**src/rtl/hilo_pkg.sv**
```systemverilog
// Shared definitions for the HI/LO multiply/divide unit: op codes, FSM states
// and the iterative divider's count width.
package hilo_pkg;

    localparam int HILO_W = 32;
    localparam int CNT_W  = 5;

    typedef enum logic [2:0] {
        OP_NOP   = 3'd0,
        OP_MULT  = 3'd1,
        OP_MULTU = 3'd2,
        OP_DIV   = 3'd3,
        OP_DIVU  = 3'd4,
        OP_MTHI  = 3'd5,
        OP_MTLO  = 3'd6
    } op_e;

    typedef enum logic [1:0] {
        IDLE = 2'd0,
        MUL  = 2'd1,
        DIV  = 2'd2,
        FIX  = 2'd3
    } state_e;

endpackage

```
**src/rtl/hilo_unit_div_iter.sv**
```systemverilog
// Unsigned restoring divider, one quotient bit per step, MSB first.
// A zero divisor loads the architectural divide-by-zero result directly.
module div_iter
    import hilo_pkg::*;
#(
    parameter int W = HILO_W
) (
    input  logic         clk,
    input  logic         reset,
    input  logic         load,
    input  logic         step,
    input  logic [W-1:0] dividend,
    input  logic [W-1:0] divisor,
    output logic [W-1:0] quotient,
    output logic [W-1:0] remainder,
    output logic         last
);

    logic [W-1:0]     rem_q, rem_d;
    logic [W-1:0]     quo_q, quo_d;
    logic [W-1:0]     dsr_q, dsr_d;
    logic [CNT_W-1:0] cnt_q, cnt_d;
    logic [W:0]       shifted;
    logic [W:0]       trial;

    // Remainder stays below the divisor, so the shifted value and the trial
    // difference both fit in W+1 bits.
    always_comb begin
        rem_d   = rem_q;
        quo_d   = quo_q;
        dsr_d   = dsr_q;
        cnt_d   = cnt_q;
        shifted = {rem_q, quo_q[W-1]};
        trial   = shifted - {1'b0, dsr_q};
        if (load) begin
            dsr_d = divisor;
            cnt_d = '0;
            if (divisor == '0) begin
                quo_d = '1;
                rem_d = dividend;
            end else begin
                quo_d = dividend;
                rem_d = '0;
            end
        end else if (step) begin
            cnt_d = cnt_q + CNT_W'(1);
            if (!trial[W]) begin
                rem_d = trial[W-1:0];
                quo_d = {quo_q[W-2:0], 1'b1};
            end else begin
                rem_d = shifted[W-1:0];
                quo_d = {quo_q[W-2:0], 1'b0};
            end
        end
    end

    always_ff @(posedge clk) begin
        if (reset) begin
            rem_q <= '0;
            quo_q <= '0;
            dsr_q <= '0;
            cnt_q <= '0;
        end else begin
            rem_q <= rem_d;
            quo_q <= quo_d;
            dsr_q <= dsr_d;
            cnt_q <= cnt_d;
        end
    end

    assign quotient  = quo_q;
    assign remainder = rem_q;
    assign last      = (cnt_q == CNT_W'(W - 1));

endmodule

```
**src/rtl/hilo_unit.sv**
```systemverilog
// HI/LO unit: MULT/MULTU through the external signed multiplier, iterative
// DIV/DIVU, and MTHI/MTLO writes into the architectural HI/LO registers.
module hilo_unit
    import hilo_pkg::*;
#(
    parameter int WIDTH = HILO_W,
    parameter int OP_W  = 3
) (
    input  logic               clk,
    input  logic               reset,
    input  logic               start,
    input  logic [OP_W-1:0]    op,
    input  logic [WIDTH-1:0]   rs_data,
    input  logic [WIDTH-1:0]   rt_data,
    output logic [WIDTH-1:0]   mul_a,
    output logic [WIDTH-1:0]   mul_b,
    output logic               mul_ena,
    input  logic [2*WIDTH-1:0] mul_z,
    output logic               busy,
    output logic               done,
    output logic [WIDTH-1:0]   hi,
    output logic [WIDTH-1:0]   lo
);

    function automatic logic [WIDTH-1:0] magnitude(input logic [WIDTH-1:0] v, input logic is_signed);
        return (is_signed && v[WIDTH-1]) ? (~v + WIDTH'(1)) : v;
    endfunction

    function automatic logic [WIDTH-1:0] negate_if(input logic [WIDTH-1:0] v, input logic neg);
        return neg ? (~v + WIDTH'(1)) : v;
    endfunction

    state_e             state_q, state_d;
    logic [WIDTH-1:0]   hi_q, hi_d, lo_q, lo_d;
    logic [WIDTH-1:0]   mul_a_q, mul_a_d, mul_b_q, mul_b_d;
    logic               mul_signed_q, mul_signed_d;
    logic               mul_ena_q, mul_ena_d;
    logic               q_neg_q, q_neg_d, r_neg_q, r_neg_d;
    logic               done_q, done_d;

    op_e                op_s;
    logic               op_signed;
    logic               div_zero;
    logic [WIDTH-1:0]   div_dividend;
    logic [WIDTH-1:0]   div_quo, div_rem;
    logic               div_load, div_step, div_last;
    logic [2*WIDTH-1:0] mul_result;

    assign op_s         = op_e'(op);
    assign op_signed    = (op_s == OP_DIV);
    assign div_zero     = (rt_data == '0);
    // Divide-by-zero reports the raw dividend as remainder, not its magnitude.
    assign div_dividend = div_zero ? rs_data : magnitude(rs_data, op_signed);

    // The multiplier is signed; MULTU adds back the sign-bit weight of each operand.
    assign mul_result = mul_signed_q ? mul_z
                      : mul_z + (mul_a_q[WIDTH-1] ? {mul_b_q, {WIDTH{1'b0}}} : '0)
                              + (mul_b_q[WIDTH-1] ? {mul_a_q, {WIDTH{1'b0}}} : '0);

    div_iter #(.W(WIDTH)) u_div (
        .clk      (clk),
        .reset    (reset),
        .load     (div_load),
        .step     (div_step),
        .dividend (div_dividend),
        .divisor  (magnitude(rt_data, op_signed)),
        .quotient (div_quo),
        .remainder(div_rem),
        .last     (div_last)
    );

    always_comb begin
        state_d      = state_q;
        hi_d         = hi_q;
        lo_d         = lo_q;
        mul_a_d      = mul_a_q;
        mul_b_d      = mul_b_q;
        mul_signed_d = mul_signed_q;
        q_neg_d      = q_neg_q;
        r_neg_d      = r_neg_q;
        mul_ena_d    = 1'b0;
        done_d       = 1'b0;
        div_load     = 1'b0;
        div_step     = 1'b0;
        case (state_q)
            IDLE: begin
                if (start) begin
                    case (op_s)
                        OP_MULT, OP_MULTU: begin
                            mul_a_d      = rs_data;
                            mul_b_d      = rt_data;
                            mul_signed_d = (op_s == OP_MULT);
                            mul_ena_d    = 1'b1;
                            state_d      = MUL;
                        end
                        OP_DIV, OP_DIVU: begin
                            div_load = 1'b1;
                            q_neg_d  = op_signed && !div_zero && (rs_data[WIDTH-1] ^ rt_data[WIDTH-1]);
                            r_neg_d  = op_signed && !div_zero && rs_data[WIDTH-1];
                            state_d  = div_zero ? FIX : DIV;
                        end
                        OP_MTHI: hi_d = rs_data;
                        OP_MTLO: lo_d = rs_data;
                        default: ;
                    endcase
                end
            end
            MUL: begin
                {hi_d, lo_d} = mul_result;
                done_d       = 1'b1;
                state_d      = IDLE;
            end
            DIV: begin
                div_step = 1'b1;
                if (div_last) state_d = FIX;
            end
            FIX: begin
                lo_d    = negate_if(div_quo, q_neg_q);
                hi_d    = negate_if(div_rem, r_neg_q);
                done_d  = 1'b1;
                state_d = IDLE;
            end
            default: state_d = IDLE;
        endcase
    end

    always_ff @(posedge clk) begin
        if (reset) begin
            state_q      <= IDLE;
            hi_q         <= '0;
            lo_q         <= '0;
            mul_a_q      <= '0;
            mul_b_q      <= '0;
            mul_signed_q <= 1'b0;
            mul_ena_q    <= 1'b0;
            q_neg_q      <= 1'b0;
            r_neg_q      <= 1'b0;
            done_q       <= 1'b0;
        end else begin
            state_q      <= state_d;
            hi_q         <= hi_d;
            lo_q         <= lo_d;
            mul_a_q      <= mul_a_d;
            mul_b_q      <= mul_b_d;
            mul_signed_q <= mul_signed_d;
            mul_ena_q    <= mul_ena_d;
            q_neg_q      <= q_neg_d;
            r_neg_q      <= r_neg_d;
            done_q       <= done_d;
        end
    end

    assign busy    = (state_q != IDLE);
    assign done    = done_q;
    assign mul_ena = mul_ena_q;
    assign mul_a   = mul_a_q;
    assign mul_b   = mul_b_q;
    assign hi      = hi_q;
    assign lo      = lo_q;

endmodule

```
**config.mk**
```make
export PLATFORM = sky130hd
export DESIGN_NAME = hilo_unit
export DESIGN_NICKNAME = d
export VERILOG_FILES = /design/src/rtl/hilo_pkg.sv /design/src/rtl/hilo_unit_div_iter.sv /design/src/rtl/hilo_unit.sv
export SDC_FILE = /design/constraint.sdc
export NUM_CORES = 1
export LEC_CHECK = 0
export CORE_ASPECT_RATIO = 1.4
export CORE_MARGIN = 2
export CORE_UTILIZATION = 30
export CTS_BUF_LIST = sky130_fd_sc_hd__clkbuf_8
export DETAILED_ROUTE_END_ITERATION = 10
export DONT_BUFFER_PORTS = 1
export HOLD_SLACK_MARGIN = 0.05
export SLEW_MARGIN = 25
export SYNTH_ARGS = -nofsm -noshare
export SYNTH_HDL_FRONTEND = slang
export SYNTH_SLANG_ARGS = --single-unit
export TNS_END_PERCENT = 1
```
**constraint.sdc**
```tcl
create_clock -name clk -period 12.25 [get_ports clk]
set_input_delay 2.45 -clock clk [delete_from_list [all_inputs] [get_ports clk]]
set_output_delay 2.45 -clock clk [all_outputs]
set_load 0.03 [all_outputs]
```
* After elaboration in Yosys (flattened, before gate mapping)
Cells that the tools add are included.
** Cells by class
- Add/subtract/negate cells :: 8
- Equal/unequal tests :: 15
- Muxes and demuxes :: 33
- Bitwise gates (word level) :: 7
- Reduce and logical (&&, ||, !) cells :: 22
** Operators with widths (number)
- 32-bit 2-to-1 mux :: 16
- 64-bit 2-to-1 mux :: 3
- 32-bit one-hot mux with 3 select lines :: 2
- 32-bit by 1-bit adder with 32-bit output, second input constant :: 4
- 64-bit adder :: 2
- 32-bit inverter :: 4
- 32-bit logical NOT :: 2
- 33-bit by 32-bit subtractor with 33-bit output :: 1
- 3-bit AND reduction :: 5
- 3-bit == test, second input constant :: 3
- 1-bit 2-to-1 mux :: 8
- 2-bit OR reduction :: 4
- 3-bit by 2-bit == test with 1-bit output, second input constant :: 2
- 2-bit one-hot mux with 3 select lines :: 1
- 5-bit by 1-bit adder with 5-bit output, second input constant :: 1
- 5-bit == test, second input constant :: 1
- 1-bit logical AND :: 5
- 2-bit == test, second input constant :: 2
- 2-bit 2-to-1 mux :: 2
- 2-bit by 1-bit != test with 1-bit output, second input constant :: 2
- 2-bit != test, second input constant :: 2
- 2-bit one-hot mux with 2 select lines :: 1
- 2-bit nonzero test :: 2
- 3-bit by 1-bit == test with 1-bit output, second input constant :: 1
- other kinds (8) :: 9
** Word-level totals
- Register bits after elaboration :: 236
- Input port bits :: 134
- Output and inout bits :: 131
- Logic and storage cells :: 99

* Longest topological paths before layout
- Depth in word-level cells :: 6
- Mapped depth :: 15

* Hierarchy
A second synthesis with hierarchy kept.
** Second synthesis, totals
- Cells, all modules :: 2286
- Area total of the unflattened synthesis :: 17560.6 um^2
** Modules (own cells, without submodules)
- hilo_unit :: times used 1, cells an instance 1483, area an instance 11035.6 um^2
- div_iter :: times used 1, cells an instance 803, area an instance 6525.0 um^2

* Worst setup path before layout
OpenSTA, ideal clock, no wires.
- Path kind :: input-to-reg
- Start :: input rt_data[19]
- End :: register u_div.rem_q[23] (netlist: u_div.remainder[23])
- Arrival time :: 5.720 ns
- Data required time :: 12.159 ns
- Setup slack :: 6.439 ns
- Cell stages on the path :: 11
- Cell sequence :: buf_2 > or4_4 > or4_1 > buf_2 > o31ai_2 > a2bb2oi_1 > or3_1 > or4_1 > buf_2 > or3_1 > a311oi_1
** On the way
- Cells in the longest elaborated chain, start to end :: 6
- Elaborated cells on any way between the ends :: 8
- Those cells by class :: add/sub: 1; mux: 4; bitwise: 1; reduce/logical: 2
** Ends and longest elaborated chain
- start: declaration :: line hilo_unit.sv:14 : input logic [WIDTH-1:0] rt_data,
- 32-bit inverter :: line hilo_unit.sv:26 : return (is_signed && v[WIDTH-1]) ? (~v + WIDTH'(1)) : v;
- 32-bit by 1-bit adder with 32-bit output :: line hilo_unit.sv:26
- 32-bit 2-to-1 mux :: line hilo_unit.sv:26
- 32-bit logical NOT :: line hilo_unit_div_iter.sv:38 : if (divisor == '0) begin
- 32-bit 2-to-1 mux * :: line hilo_unit_div_iter.sv:38
- 32-bit 2-to-1 mux * :: line hilo_unit_div_iter.sv:35 : if (load) begin
- end signal: assignment :: line hilo_unit_div_iter.sv:64 : rem_q <= rem_d;
- end: declaration :: line hilo_unit_div_iter.sv:19 : logic [W-1:0] rem_q, rem_d;
Every way passes the cells marked *; elsewhere a longest branch is shown, timed or not.
A chain may end at the register's enable or synchronous reset.

* Worst setup path after layout
- Start :: input rt_data[0]
- End :: register u_div.rem_q[23] (netlist: u_div.remainder[23])
Same word-level chain as after synthesis.

==> metrics.cfg <==
[synth]
syn_area_per_cell_um2=7.48
syn_area_um2=18100
ys.flop_type=dfxtp_1
synth_seq_area_share_pct=26.1
netlist_instances=2416
synth_edf_count=0
async_flop_share_pct=0
ys_warn_count=0
synth_cell_types=86
synth_seq_cells=236
syn_nets=2651

[placement]
io_buffers=0
hpwlAfterDp_mm=64.1
dp_slack_ns=5.47
dpl-instance-area_um2=18600
gp_congestion=0.984

[die]
die_height_um=294
rows=106
die_area_um2=62300
ios=265
initial_core_util_pct=30.3
die_x_um=211
core_um2=59700

[global_routing]
grt_usage_pct=25.6
grt_max_degree=160
gr-total-overflow=0
grt_pass1_vias=17854
grt_first_pass_wirelength_mm=119
grt_antenna_before_repair=1

[job]
cap_violations=0

[pwr]
powerDensity_nw_per_um2=123
peakVddDrop_v=0.0000629
p_leak_uw=0.00720
power.total_uw=2390

[clocking]
path_clk_slew_ns=0.05
cts.sinks=236
cts-root-buf=clkbuf_8
cts_max_path_buffers=3
postCtsHoldBufs=0
post-cts-setup-buffers=0
clock_latency_ns=0.62
cts_tree=done
cts.htree.levels=2
cts-resized-gates=0
cts_buffers=41

[setup_path]
critPathMaxStageDelay_ns=0.62
cp_slowest_cell=nor4b_2
critPathArrivalTime_ns=6.72
critPathRequiredTime_ns=12.73
start_kind=input pin
worst-path-buf-inv=2
path_max_fanout=33
crit_path_end_kind=flop
cpLargestDelayFamily=simple AND/OR/NAND/NOR gates
critical_path_class=input pin to flop
crit_top_cell=or3_1
path_cells=inv_1, ha_1, nor4b_2, nand3_1, nor3_2, a21oi_1, o32a_1, or3_1, or4_1, buf_4, or3_1, a311oi_1

[layout]
layout_commonest_cell=nand2_1
synthToLayoutAreaGrowth_pct=7.27
nFillCells=6398
drive_gt1_share_pct=5.66
final_cell_area_um2=19400
nets=2542
multi_input_area_um2=12400
seqCellArea_um2=4730
final_util_pct=32.5
final_cell_mix=nand2_1 (354), dfxtp_1 (233), a21oi_1 (202)

[drt]
drt_pre_antenna_iters=5
drt_iter0_drc=1866
wl_per_cell_um=26.8
num_vias=18545
drc_errors=0
via_per_inst=6.00
routed_wl_mm=82.8
drt.antenna.violating_nets=0

[sta]
setup_violations=0
timing.final.crit_share_pct=50.9
final.setup.tns_ns=0
worstMarginPinSlew_ns=0.965
fin_ws_ns=6.01
rsz0062_at_grt=no
maxSlewHeadroom_pct=35.4
max_freq_mhz=160
hold_viol_final=0
final_max_slew_viol_count=0
fin_worst_skew_ns=0.0733
min_period_ns=6.24

[min_path]
hold_path.class=flop to flop

[run_status]
status=completed

==> metrics by stage <==
step	hold WS [ns]	instances
5_1_grt	0.487	3089
3_5_place_dp	0.452	3020
4_1_cts	0.459	3088
2_1_floorplan	0.436	2416
3_3_place_gp	0.448	3020
6_report	0.461	3089
==> power breakdown <==
group | leakage, µW | internal [µW] | switching [µW]
combinational | 0.00483 | 269 | 442
sequential | 0.00192 | 814 | 112
clock | 0.000450 | 395 | 359
==> area by class of cell <==
type / instances / area share, %
diodes: 1 / 0.0129
clock buffers: 51 / 3.62
clock inverters: 17 / 0.555
inverters: 79 / 1.53
multi-input cells: 1923 / 64.0
flip-flops and latches: 236 / 24.4
well taps: 756 / 4.88
repair buffers: 26 / 1.01
==> sequential cells by signal (all words and copies together) (netlist names) <==
signal and count:
u_div.cnt_q 5, q_neg_q 1, mul_a 32, r_neg_q 1, mul_signed_q 1, lo 32, u_div.dsr_q 32, hi 32
state_q 2, u_div.quotient 32, mul_b 32, mul_ena 1, done 1, u_div.remainder 32
==> cell usage after synthesis (9+ instances only) <==
master / n / area (µm²)
buf_1: 16 / 60.1
nor2_1: 167 / 627
o31ai_1: 38 / 285
or3_1: 26 / 163
and2_1: 63 / 394
ha_1: 68 / 851
a31oi_1: 51 / 319
nor2b_1: 26 / 163
dfxtp_1: 236 / 4720
o21a_1: 14 / 105
o21ai_1: 9 / 45.0
xnor2_1: 91 / 797
a211oi_1: 47 / 353
fa_1: 33 / 661
nor3_1: 46 / 230
a211o_1: 14 / 123
a221oi_1: 28 / 245
and3_1: 17 / 106
clkbuf_1: 151 / 567
nand3_1: 59 / 295
nand2b_1: 14 / 87.6
xor2_1: 75 / 657
nand4_1: 19 / 119
o22ai_1: 14 / 87.6
nand2_1: 354 / 1330
o211ai_1: 26 / 195
nor4_1: 20 / 125
mux2i_1: 33 / 330
o41ai_1: 17 / 149
a22oi_1: 10 / 75.1
a21oi_1: 202 / 1010
o21ai_0: 147 / 736
inv_1: 78 / 293
a21o_1: 36 / 270
or4_1: 26 / 195
==> logic make-up (layout without fill, tap and decap cells) <==
group                    count (synthesis)  after routing  share of synthesized area (%)
AND/OR/NAND/NOR                        881            881                           23.3
buffers and inverters                  257            173                           5.55
AO/OA/AOI/OAI                          739            739                           26.6
adder cells (fa/ha/maj)                101            101                           8.36
other                                    0              1                              0
XOR/XNOR                               166            166                           8.04
flip-flops                             236            236                           26.1
multiplexers                            36             36                           2.01
==> worst min-delay path, delay by kind of cell, from the launching register on <==
kind            cells  cell delay [ns]
compound gates      1             0.05
simple gates        1             0.05
flops               1             0.31
==> metal layers <==
| metal | track usage [%] | part of all wire (%) |
|---|---|---|
| met1 | 27.6 | 36 |
| met2 | 45.7 | 50 |
| met3 | 4.30 | 7.0 |
| met4 | 17.3 | 7.5 |
| met5 | 0 | 0 |
==> final timing paths <==
check | startpoint | to | slack (ns) | depth (start not counted)
max | rt_data[0] | u_div.remainder[23] | 6.01 | 12
min | u_div.cnt_q[4] | u_div.cnt_q[4] | 0.46 | 2
max reg2reg | mul_a[31] | hi[28] | 7.98 | 13
min reg2reg | u_div.cnt_q[4] | u_div.cnt_q[4] | 0.46 | 2
Power figures use the tool's default switching activity.
